===== src/rtl/dual_issue_scoreboard.sv =====
// Dual-issue issue-stage scoreboard.
// Grants zero, one or two instructions per cycle from the decode pair. Grants are
// combinational. A per-register countdown models when each in-flight result becomes
// forwardable. Slot 1 never issues without slot 0, so the pair always stays in program order.
module dual_issue_scoreboard #(
    parameter int unsigned REG_ADDR_WIDTH = 7,
    parameter int unsigned LAT_WIDTH      = 4,
    parameter int unsigned CNT_WIDTH      = 16
) (
    input  logic                      clk,
    input  logic                      reset,
    input  logic                      flush,
    // Slot 0 (older instruction)
    input  logic                      i0_valid,
    input  logic                      i0_pipe,
    input  logic [REG_ADDR_WIDTH-1:0] i0_ra,
    input  logic [REG_ADDR_WIDTH-1:0] i0_rb,
    input  logic [REG_ADDR_WIDTH-1:0] i0_rc,
    input  logic [2:0]                i0_use,
    input  logic [REG_ADDR_WIDTH-1:0] i0_rt,
    input  logic                      i0_wr,
    input  logic [LAT_WIDTH-1:0]      i0_lat,
    // Slot 1 (younger instruction)
    input  logic                      i1_valid,
    input  logic                      i1_pipe,
    input  logic [REG_ADDR_WIDTH-1:0] i1_ra,
    input  logic [REG_ADDR_WIDTH-1:0] i1_rb,
    input  logic [REG_ADDR_WIDTH-1:0] i1_rc,
    input  logic [2:0]                i1_use,
    input  logic [REG_ADDR_WIDTH-1:0] i1_rt,
    input  logic                      i1_wr,
    input  logic [LAT_WIDTH-1:0]      i1_lat,
    // Grants and status
    output logic                      issue0,
    output logic                      issue1,
    output logic                      dual_issue,
    output logic                      stall,
    output logic [CNT_WIDTH-1:0]      stall_count
);

    localparam int unsigned NumRegs = 2 ** REG_ADDR_WIDTH;

    typedef logic [REG_ADDR_WIDTH-1:0] addr_t;
    typedef logic [LAT_WIDTH-1:0]      lat_t;
    typedef logic [CNT_WIDTH-1:0]      cnt_t;

    // Remaining cycles until each register's pending result is forwardable.
    lat_t busy_q [NumRegs];
    lat_t busy_d [NumRegs];
    cnt_t stall_count_q;
    cnt_t stall_count_d;

    logic [NumRegs-1:0] reg_busy;

    logic i0_blocked;
    logic i1_blocked;
    logic i1_raw;
    logic i1_waw;
    logic i1_struct;
    logic ld0;
    logic ld1;
    lat_t ld0_val;
    lat_t ld1_val;

    // Collapse each countdown to a single busy flag.
    always_comb begin
        reg_busy = '0;
        for (int unsigned r = 0; r < NumRegs; r++) begin
            reg_busy[r] = (busy_q[r] != '0);
        end
    end

    // Source blocking, intra-pair hazards and the grant decision.
    always_comb begin
        // use bits are ordered {ra, rb, rc}
        i0_blocked = (i0_use[2] & reg_busy[i0_ra])
                   | (i0_use[1] & reg_busy[i0_rb])
                   | (i0_use[0] & reg_busy[i0_rc]);
        i1_blocked = (i1_use[2] & reg_busy[i1_ra])
                   | (i1_use[1] & reg_busy[i1_rb])
                   | (i1_use[0] & reg_busy[i1_rc]);

        // Slot 0's result is never forwardable in the same cycle, so any in-pair consumer waits.
        i1_raw = i0_wr & ((i1_use[2] & (i1_ra == i0_rt))
                        | (i1_use[1] & (i1_rb == i0_rt))
                        | (i1_use[0] & (i1_rc == i0_rt)));
        i1_waw    = i0_wr & i1_wr & (i0_rt == i1_rt);
        i1_struct = (i1_pipe == i0_pipe);

        issue0 = i0_valid & ~flush & ~reset & ~i0_blocked;
        issue1 = issue0 & i1_valid & ~i1_blocked & ~i1_struct & ~i1_raw & ~i1_waw;
        dual_issue = issue0 & issue1;
        stall = i0_valid & ~issue0 & ~flush & ~reset;
    end

    // Countdown load values; a zero latency behaves like a one-cycle latency.
    always_comb begin
        ld0 = issue0 & i0_wr;
        ld1 = issue1 & i1_wr;
        ld0_val = (i0_lat == '0) ? '0 : i0_lat - lat_t'(1);
        ld1_val = (i1_lat == '0) ? '0 : i1_lat - lat_t'(1);
    end

    // Per-register next state: a fresh load overrides the running countdown.
    always_comb begin
        for (int unsigned r = 0; r < NumRegs; r++) begin
            busy_d[r] = busy_q[r];
            if (ld0 && (i0_rt == addr_t'(r))) begin
                busy_d[r] = ld0_val;
            end else if (ld1 && (i1_rt == addr_t'(r))) begin
                busy_d[r] = ld1_val;
            end else if (busy_q[r] != '0) begin
                busy_d[r] = busy_q[r] - lat_t'(1);
            end
        end
    end

    // Saturating stall counter next state.
    always_comb begin
        stall_count_d = stall_count_q;
        if (stall && (stall_count_q != '1)) begin
            stall_count_d = stall_count_q + cnt_t'(1);
        end
    end

    // State registers with synchronous reset.
    always_ff @(posedge clk) begin
        if (reset) begin
            for (int unsigned r = 0; r < NumRegs; r++) begin
                busy_q[r] <= '0;
            end
            stall_count_q <= '0;
        end else begin
            for (int unsigned r = 0; r < NumRegs; r++) begin
                busy_q[r] <= busy_d[r];
            end
            stall_count_q <= stall_count_d;
        end
    end

    assign stall_count = stall_count_q;

endmodule


===== config.mk =====
export PLATFORM = sky130hd
export DESIGN_NAME = dual_issue_scoreboard
export DESIGN_NICKNAME = d
export VERILOG_FILES = /design/src/rtl/dual_issue_scoreboard.sv
export SDC_FILE = /design/constraint.sdc
export NUM_CORES = 2
export LEC_CHECK = 0
export CAP_MARGIN = 20
export CORE_AREA = 2 2 338 340
export CTS_CLUSTER_DIAMETER = 120
export DETAILED_ROUTE_END_ITERATION = 16
export DIE_AREA = 0 0 340 342
export PLACE_DENSITY = 0.52
export SLEW_MARGIN = 0
export SYNTH_ARGS = -nofsm -noshare
export SYNTH_HDL_FRONTEND = slang
export SYNTH_SLANG_ARGS = --single-unit

===== constraint.sdc =====
create_clock -name clk -period 4.8 [get_ports clk]
set_input_delay 0.72 -clock clk [delete_from_list [all_inputs] [get_ports clk]]
set_output_delay 0.72 -clock clk [all_outputs]
set_load 0.05 [all_outputs]

==> insert_results.sql <==
INSERT INTO impl_metrics (metric_group, metric, value, unit) VALUES
('floorplan', 'placementRows', '124', ''),
('cts', 'htree_num_levels', '3', ''),
('sta', 'min_period_over_period', '104', '%'),
('critical_path', 'rr_endpoint', 'busy_q[0][164]', ''),
('sta', 'rsz_0062_raised_after_global_routing', 'yes', ''),
('sta', 'layout_min_cycle_time', '5.00', 'ns'),
('final_layout', 'layout-drive-gt1-share', '22.6', '%'),
('routing', 'detail_route.drc_violations', '0', ''),
('pwr', 'worst_ir_drop_vdd', '485', 'uV'),
('synth', 'synth_enable_flop_cells', '0', ''),
('synth', 'yosys.cell_count.top_type', 'nor2_1', ''),
('sta', 'setup_slack', '-0.202', 'ns'),
('pwr', 'cellLeakagePower', '23.5', 'nW'),
('sta', 'setup_violations', '4', ''),
('sta', 'worst_slew_margin', '23.5', '%'),
('routing', 'first_pass_iters', '6', ''),
('routing', 'wl_per_cell', '31.1', 'microns'),
('cts', 'clock_tree.buffer_depth', '3', ''),
('floorplan', 'fp.dieArea', '116000', 'sq um'),
('job', 'maxCapViolCount', '0', ''),
('critical_path', 'timing.critical_path.slowest_cell_delay', '0.57', 'ns'),
('pwr', 'power_density', '663', 'nW/um^2'),
('synth', 'netlist_area', '44900', 'sq um'),
('global_route', 'grt_first_pass_wirelength', '354000', 'microns'),
('sta', 'maxClockFrequency', '200', 'MHz'),
('routing', 'wl', '254000', 'microns'),
('placement', 'placement.io_buffers', '98', ''),
('min_path', 'timing.hold.worst.start', 'busy_q[1][85]', ''),
('critical_path', 'cp-end-kind', 'output port', ''),
('cts', 'clk_transition_reported_paths', '0.05', 'ns'),
('floorplan', 'boundaryPins', '99', ''),
('routing', 'drt_iter0_drc', '6624', ''),
('floorplan', 'floorplan_core_area', '113000', 'sq um'),
('synth', 'ys_dominant_reg_cell', 'dfxtp_1', ''),
('placement', 'gpl.final_weighted_congestion', '1.10', ''),
('critical_path', 'critPathArrivalTime', '4.28', 'ns'),
('synth', 'synthesis_stage_register_bit_count', '528', ''),
('sta', 'transition_at_the_pin_with_the_smallest_max_transition_slack', '1.14', 'ns'),
('cts', 'clock_tree_from_tritoncts', 'yes', ''),
('floorplan', 'die-height', '342', 'microns'),
('final_layout', 'nNetsFinal', '6793', ''),
('floorplan', 'start_util', '39.7', '%'),
('cts', 'cts-buffers-inserted', '71', ''),
('global_route', 'first_global_vias', '47600', ''),
('outcome', 'outcome', 'finished, violations left', ''),
('global_route', 'grt_remaining_overflow', '0', ''),
('sta', 'final_max_slew_viol_count', '0', ''),
('min_path', 'hold-path-endpoint', 'busy_q[1][85]', ''),
('synth', 'syn_area_per_cell', '7.56', 'sq um'),
('synth', 'yosysWarnings', '0', ''),
('floorplan', 'fp.dieW', '340', 'microns'),
('final_layout', 'core_occupancy_in_the_finished_layout', '50.8', '%'),
('synth', 'synth.yosys.seq_area_share', '23.6', '%'),
('sta', 'final_hold_viol_count', '0', ''),
('routing', 'dr_total_vias', '52200', ''),
('synth', 'yosysTopAreaCellShare', '23.6', '%'),
('critical_path', 'path_cells', 'inv_2, ha_4, or3b_4, mux4_2, a2111oi_4, buf_4, nor4b_2, a31oi_2, a21oi_4, a2111oi_4, buf_4, nand4b_4, inv_2, buf_8', ''),
('critical_path', 'crit_path_max_fanout', '3', ''),
('synth', 'synth_largest_area_cell', 'dfxtp_1', ''),
('sta', 'final.setup_skew', '0.0396', 'ns'),
('synth', 'synth_cells', '5937', ''),
('critical_path', 'timing.rr.start', 'busy_q[0][84]', ''),
('outcome', 'failing_checks', 'setup timing', ''),
('global_route', 'grt_max_degree', '90', ''),
('critical_path', 'r2r_slack', '0.07', 'ns'),
('min_path', 'holdPathStages', '2', ''),
('cts', 'numClockSinks', '528', ''),
('critical_path', 'critical_path.startpoint_type', 'register', ''),
('final_layout', 'fill_cells', '11000', ''),
('global_route', 'groute.usage.overall', '42.0', '%'),
('pwr', 'report.power.total', '0.0381', 'W');
## per-stage QoR
stage / setup WS (ns) / hold slack [ns] / cell area, sq um / std cells / setup TNS, ns
after floorplan: 0.327 / 0.479 / 44900 / 5937 / 0
after global routing: -0.278 / 0.554 / 57400 / 8153 / -0.880
final: -0.202 / 0.516 / 57400 / 8162 / -0.680
after CTS: -0.263 / 0.513 / 56800 / 8138 / -0.872
after detailed placement: -0.593 / 0.500 / 53700 / 7991 / -169.62
after global placement: -0.645 / 0.505 / 53700 / 7991 / -194.62
## cell families after synthesis
family | synth area share [%]
muxes | 13.2
DFF | 23.6
xor gates and xnor gates | 3.30
AOI/OAI and AO/OA | 22.7
and+or+nand+nor | 26.6
buffers and inverters | 7.00
adders and majority gates | 3.60
## power breakdown
group / internal, W / leakage, nW / switching (W)
combinational: 0.0109 / 18.0 / 0.0140
clock: 0.00321 / 1.18 / 0.00239
sequential: 0.00608 / 4.36 / 0.00140
total: 0.0202 / 23.5 / 0.0178
## worst max path at each step
| stage | endpoint | slack, ns | from |
|---|---|---|---|
| 5_1_grt | issue1 | -0.28 | busy_q[1][228] |
| 3_3_place_gp | busy_q[0][135] | -0.64 | i1_rc[2] |
| 2_1_floorplan | stall | 0.33 | i0_rb[1] |
| 6_report | issue1 | -0.20 | busy_q[0][84] |
| 4_1_cts | stall | -0.26 | busy_q[1][53] |
| 3_5_place_dp | busy_q[1][197] | -0.59 | i1_ra[2] |
## sequential cells by signal (all words and copies together), names as in the netlist
signal       flops
busy_q         512
stall_count     16
## cell usage in the layout, fill, tap and decap left out, types with 30 or more instances in the layout
cell type        netlist  layout
nand2_1              476     473
or3b_4                 0      48
nor3_1               199     195
dfxtp_1              528     503
and3_1                54      53
buf_12                 0      78
inv_2                  4      36
and2_1                45      41
nor2_1               632     625
or3_1                118     117
a221oi_1              40      39
clkdlybuf4s50_1        0      82
or3b_2                66      44
a311oi_1              74      71
nand4_1               69      69
ha_1                 129     100
nor3b_1              113      96
o22ai_1               78      76
clkbuf_16              0      72
a21o_1                38      38
o211ai_1              92      92
nand3_1              307     307
xnor2_1              149     149
mux2_2                30      30
mux2i_1              404     403
nor2b_1               33      32
mux4_2                69      69
buf_4                 10     845
a31oi_1               87      84
a21oi_1              354     353
a211o_1               52      52
inv_1                330     297
o21ai_0              160     157
nand2b_1              39      37
a211oi_1             264     258
## worst max-delay path, delay by kind of cell (launching register included)
kind	cells	cell delay, ns
AO/OA/AOI/OAI	4	1.15
buffers and inverters	5	0.71
AND/OR/NAND/NOR	3	0.67
multiplexers	1	0.57
flip-flops	1	0.33
adder cells (fa/ha/maj)	1	0.14
## repair_timing
| item | CTS | global route |
|---|---|---|
| endpoints found under the hold margin | 0 | 0 |
| endpoints found under the setup margin | 261 | 303 |
| resized for setup | 138 | 140 |
| buffers inserted | 21 | 24 |
| cloned | 0 | 0 |
| pin swaps | 28 | 42 |
## layout make-up
| type | instances | area, sq um | share of cell area [%] |
|---|---|---|---|
| well taps | 1512 | 1890 | 3.29 |
| flip-flops and latches | 528 | 10600 | 18.5 |
| repair buffers | 1032 | 8990 | 15.7 |
| inverters | 338 | 1280 | 2.22 |
| clock inverters | 24 | 309 | 0.538 |
| multi-input cells | 4614 | 32300 | 56.2 |
| clock buffers | 105 | 2090 | 3.63 |
| diodes | 9 | 22.5 | 0.0392 |
## layer usage
| layer | wire [microns] | GRT usage (%) |
|---|---|---|
| met3 | 27600 | 10.2 |
| met5 | 79 | 0 |
| met4 | 17000 | 23.6 |
| met2 | 105000 | 62.0 |
| met1 | 104000 | 55.8 |
(Power assumes the default switching activity.)
